===== config.mk =====
export PLATFORM = sky130hd
export DESIGN_NAME = mp_add_seq
export DESIGN_NICKNAME = d
export VERILOG_FILES = /design/src/rtl/mp_add_seq.sv
export SDC_FILE = /design/constraint.sdc
export NUM_CORES = 1
export LEC_CHECK = 0
export ABC_AREA = 0
export CORE_UTILIZATION = 45
export DETAILED_ROUTE_END_ITERATION = 8
export PLACE_DENSITY = 0.75
export SKIP_CTS_REPAIR_TIMING = 1
export SYNTH_ARGS = -nofsm -noshare
export SYNTH_HDL_FRONTEND = slang
export SYNTH_SLANG_ARGS = --single-unit

===== constraint.sdc =====
create_clock -name clk -period 24.7 [get_ports clk]
set_input_delay 4.94 -clock clk [delete_from_list [all_inputs] [get_ports clk]]
set_output_delay 4.94 -clock clk [all_outputs]
set_load 0.1 [all_outputs]

===== src/rtl/mp_add_seq.sv =====
`default_nettype none
// +----------------------------------------------------------------------------+
// | mp_add_seq : N x W-bit add/subtract, one slice per clock via one rca_16bit |
// | Optional subtract support: define MP_ADD_SEQ_SUB_EN.  Revision 1.0        |
// +----------------------------------------------------------------------------+

module rca_16bit #(
  parameter int size = 16
) (
  input  logic [size-1:0] a,
  input  logic [size-1:0] b,
  input  logic            cin,
  output logic [size-1:0] sum,
  output logic            cout
);

  logic [size:0] c;

  assign c[0] = cin;

  for (genvar i = 0; i < size; i++) begin : g_fa
    assign sum[i]   = a[i] ^ b[i] ^ c[i];
    assign c[i + 1] = (a[i] & b[i]) | (c[i] & (a[i] ^ b[i]));
  end

  assign cout = c[size];

endmodule

module mp_add_seq #(
  parameter int W = 16,
  parameter int N = 4
) (
  input  logic           clk,
  input  logic           rst,
  input  logic           start,
  input  logic [N*W-1:0] a,
  input  logic [N*W-1:0] b,
  input  logic           cin,
  input  logic           sub,
  output logic [N*W-1:0] s,
  output logic           cout,
  output logic           ovf,
  output logic           busy,
  output logic           done
);

  localparam int IW = (N > 1) ? $clog2(N) : 1;

  typedef enum logic [1:0] {
    IDLE = 2'd0,
    RUN  = 2'd1,
    DONE = 2'd2
  } state_t;

  state_t         state;
  logic [N*W-1:0] a_q;
  logic [N*W-1:0] b_q;
  logic [IW-1:0]  idx;
  logic           cy;

  logic [W-1:0]   a_sl;
  logic [W-1:0]   b_sl;
  logic [W-1:0]   b_op;
  logic [W-1:0]   sum;
  logic           co;
  logic           sub_now;

`ifdef MP_ADD_SEQ_SUB_EN
  logic sub_q;

  assign sub_now = sub;
  assign b_op    = sub_q ? ~b_sl : b_sl;

  always_ff @(posedge clk or posedge rst) begin
    if (rst) begin
      sub_q <= 1'b0;
    end else if (state == IDLE && start) begin
      sub_q <= sub;
    end
  end
`else
  // Port kept for a uniform interface; nothing downstream observes it.
  logic unused_sub;

  assign unused_sub = sub;
  assign sub_now    = 1'b0;
  assign b_op       = b_sl;
`endif

  always_comb begin
    a_sl = '0;
    b_sl = '0;
    for (int i = 0; i < N; i++) begin
      if (idx == IW'(i)) begin
        a_sl = a_q[i*W +: W];
        b_sl = b_q[i*W +: W];
      end
    end
  end

  rca_16bit #(
    .size(W)
  ) u_rca (
    .a   (a_sl),
    .b   (b_op),
    .cin (cy),
    .sum (sum),
    .cout(co)
  );

  always_ff @(posedge clk or posedge rst) begin
    if (rst) begin
      state <= IDLE;
      a_q   <= '0;
      b_q   <= '0;
      idx   <= '0;
      cy    <= 1'b0;
      s     <= '0;
      cout  <= 1'b0;
      ovf   <= 1'b0;
      busy  <= 1'b0;
      done  <= 1'b0;
    end else begin
      case (state)
        IDLE: begin
          done <= 1'b0;
          if (start) begin
            a_q   <= a;
            b_q   <= b;
            idx   <= '0;
            // Subtraction's +1 rides in as the slice-0 carry.
            cy    <= sub_now ? 1'b1 : cin;
            busy  <= 1'b1;
            state <= RUN;
          end
        end
        RUN: begin
          for (int i = 0; i < N; i++) begin
            if (idx == IW'(i)) begin
              s[i*W +: W] <= sum;
            end
          end
          cy  <= co;
          idx <= idx + 1'b1;
          if (idx == IW'(N - 1)) begin
            cout  <= co;
            // a^b^sum at the MSB recovers the carry into it.
            ovf   <= a_sl[W-1] ^ b_op[W-1] ^ sum[W-1] ^ co;
            busy  <= 1'b0;
            done  <= 1'b1;
            state <= DONE;
          end
        end
        DONE: begin
          done  <= 1'b0;
          state <= IDLE;
        end
        default: begin
          state <= IDLE;
        end
      endcase
    end
  end

endmodule

`default_nettype wire

==> results.yml <==
outcome:
  run_status: "finished, final reports clean"
global_routing:
  antenna_found_initial: 0
  grt_start_max_net_pins: 127
  grtUsageTotal_pct: 20.81
  grt_first_pass_wirelength_um: 35120
  grt_pass1_vias: 6278
  overflow: 0
route:
  dr.pass1.iters: 6
  wl_per_cell_um: 18.82
  viasPerCell: 5.138
  drtAntennaViolNets: 0
  vias: 5940
  drtIter0Drc: 225
  drc_errors: 0
  routed_wl_um: 21760
logic_synthesis:
  yosysWarnings: 0
  synthesis.area_um2: 9463
  syn_area_per_cell_um2: 13.71
  synthTopCellsByArea: "dfrtp_1 (53%), mux2_4 (17%), mux2_2 (3.9%), fa_1 (3.4%), o21ai_0 (3.2%)"
  syn_nets: 844
  yosysSeqAreaShare_pct: 53.15
  yosys.cell_types.count: 31
  synth_top_area_share_pct: 53.15
  synth-seq-cells: 201
  synth_top_cell_by_area: "dfrtp_1"
  netlist_instances: 690
cells_and_area:
  drive_gt1_share_pct: 23.14
  final_util_pct: 59.64
  final_cell_area_um2: 12180
  layout_common_cells: "dfrtp_1 (201), clkdlybuf4s50_1 (199), mux2_4 (109)"
  nets: 1026
  final_common_cell: "dfrtp_1"
  area_growth_syn_to_layout_pct: 28.76
  insertedDiodeCount: 0
die:
  die_area_um2: 21610
  core-area_um2: 20430
  num_rows: 52
  die_w_um: 147.0
  die_h_um: 147.0
  io_pins: 201
  initial_core_util_pct: 46.32
setup_path:
  crit_type: "register to register"
  critPathCaptureType: "register"
  r2r_end: "ovf"
  crit_arrival_ns: 9.99
  r2r_setup_slack_ns: 15.06
  worst_setup_path_start_kind: "register"
  crit_required_ns: 25.06
  reg2reg_depth: 25
  r2r_start: "idx[0]"
  worst-path-max-fanout: 25
place:
  hpwl_um: 15270
  placed_area_um2: 11420
  gp_congestion: 0.7567
  io_buffer_count: 199
timing:
  tns_ns: 0
  slew_violations: 0
  setup-violations-final: 0
  finalHoldViolCount: 0
  min_period_ns: 9.635
  rsz0062_at_grt: "no"
  worst_pin_slew_ns: 1.104
  fin_skew_ns: 0.008464
  slew_headroom_pct: 26.18
  max_freq_ghz: 0.1038
  post-route-period-util_pct: 39.01
clocking:
  cts_buffers: 23
  cts_buffer_depth: 3
  insertion_delay_ns: 0.49
  cts.sinks: 201
  path_clk_slew_ns: 0.06
  cts_tree: "yes"
  htreeDepth: 1
  cts_root_buf: "clkbuf_16"
min_path:
  min_path_cells: 2
  min_from: "s[58]"
  holdPathEnd: "s[58]"
  hp-class: "register to register"
flow_run:
  cap_violations: 0
-- critical path: stages, from the launching register on --
cell	delay, ns
dfrtp_1	0.42
inv_1	0.10
ha_1	0.47
nor2b_4	0.67
a221oi_1	0.17
o31ai_1	0.63
fa_1	0.33
fa_1	0.21
inv_1	0.07
fa_1	0.47
fa_1	0.48
fa_1	0.46
fa_1	0.46
fa_1	0.47
fa_1	0.47
fa_1	0.46
fa_1	0.45
fa_1	0.44
fa_1	0.41
fa_1	0.41
fa_1	0.38
inv_1	0.10
fa_1	0.50
xor2_1	0.22
xnor2_1	0.13
o21ai_0	0.09
-- registers in the layout, indices dropped and copies added, names as in the netlist --
| name | cells |
|---|---|
| state | 2 |
| s | 64 |
| a_q | 64 |
| ovf | 1 |
| cout | 1 |
| idx | 2 |
| done | 1 |
| b_q | 64 |
| cy | 1 |
| busy | 1 |
-- through the flow --
stage / hold WS (ns) / setup slack (ns) / instances
after global placement: 0.4609 / 15.14 / 1117
after CTS: 0.4823 / 15.00 / 1156
after global routing: 0.5039 / 14.57 / 1156
after detailed placement: 0.4691 / 14.99 / 1117
final: 0.4766 / 15.06 / 1156
after floorplan: 0.4806 / 14.28 / 690
-- cell usage after synthesis, drive strengths merged --
| library cell | number |
|---|---|
| dfrtp | 201 |
| a22oi | 27 |
| a21oi | 36 |
| nand2b | 2 |
| a221oi | 4 |
| nand3b | 4 |
| ha | 5 |
| a22o | 3 |
| xnor2 | 1 |
| o22ai | 1 |
| inv | 38 |
| o31ai | 4 |
| a21o | 1 |
| o21ai | 61 |
| buf | 32 |
| nor2b | 5 |
| a221o | 21 |
| nor2 | 2 |
| mux2 | 142 |
| fa | 16 |
| clkbuf | 17 |
| xor2 | 1 |
| nand2 | 66 |
-- layout make-up --
| cell class | count | area (µm²) |
|---|---|---|
| inverters | 38 | 150.1 |
| multi-input cells | 402 | 3855 |
| repair buffers | 206 | 2044 |
| fillers | 1636 | 8245 |
| well taps | 270 | 337.8 |
| clock inverters | 4 | 76.32 |
| flip-flops and latches | 201 | 5030 |
| clock buffers | 35 | 690.7 |
-- cells by family after synthesis --
group	after synthesis	synth area share [%]
DFF	201	53.15
AOI/OAI and AO/OA	158	11.40
muxes	142	21.22
buffers and inverters	87	6.188
and+or+nand+nor	79	3.808
adders and majority gates	21	4.046
xor gates and xnor gates	2	0.1851
-- worst max path at each step --
stage                      start  endpoint  slack, ns
after floorplan              rst    a_q[0]      14.28
after global placement    idx[0]       ovf      15.14
after detailed placement  idx[0]       ovf      14.99
after CTS                 idx[0]       ovf      15.00
after global routing      idx[1]       ovf      14.57
final                     idx[0]       ovf      15.06
-- layer usage --
layer / vias to the layer above / wire [µm] / GRT usage (%) / part of all wire, %
li1: 2791 / - / - / -
met1: 2953 / 10500 / 30.93 / 48
met2: 175 / 9916 / 32.46 / 46
met3: 21 / 1119 / 3.416 / 5.1
met4: 0 / 218 / 3.660 / 1.0
met5: - / 0 / 0 / 0
Power is not shown: default switching activity piles up to over one toggle a cycle in this logic, so the estimate is an artifact.
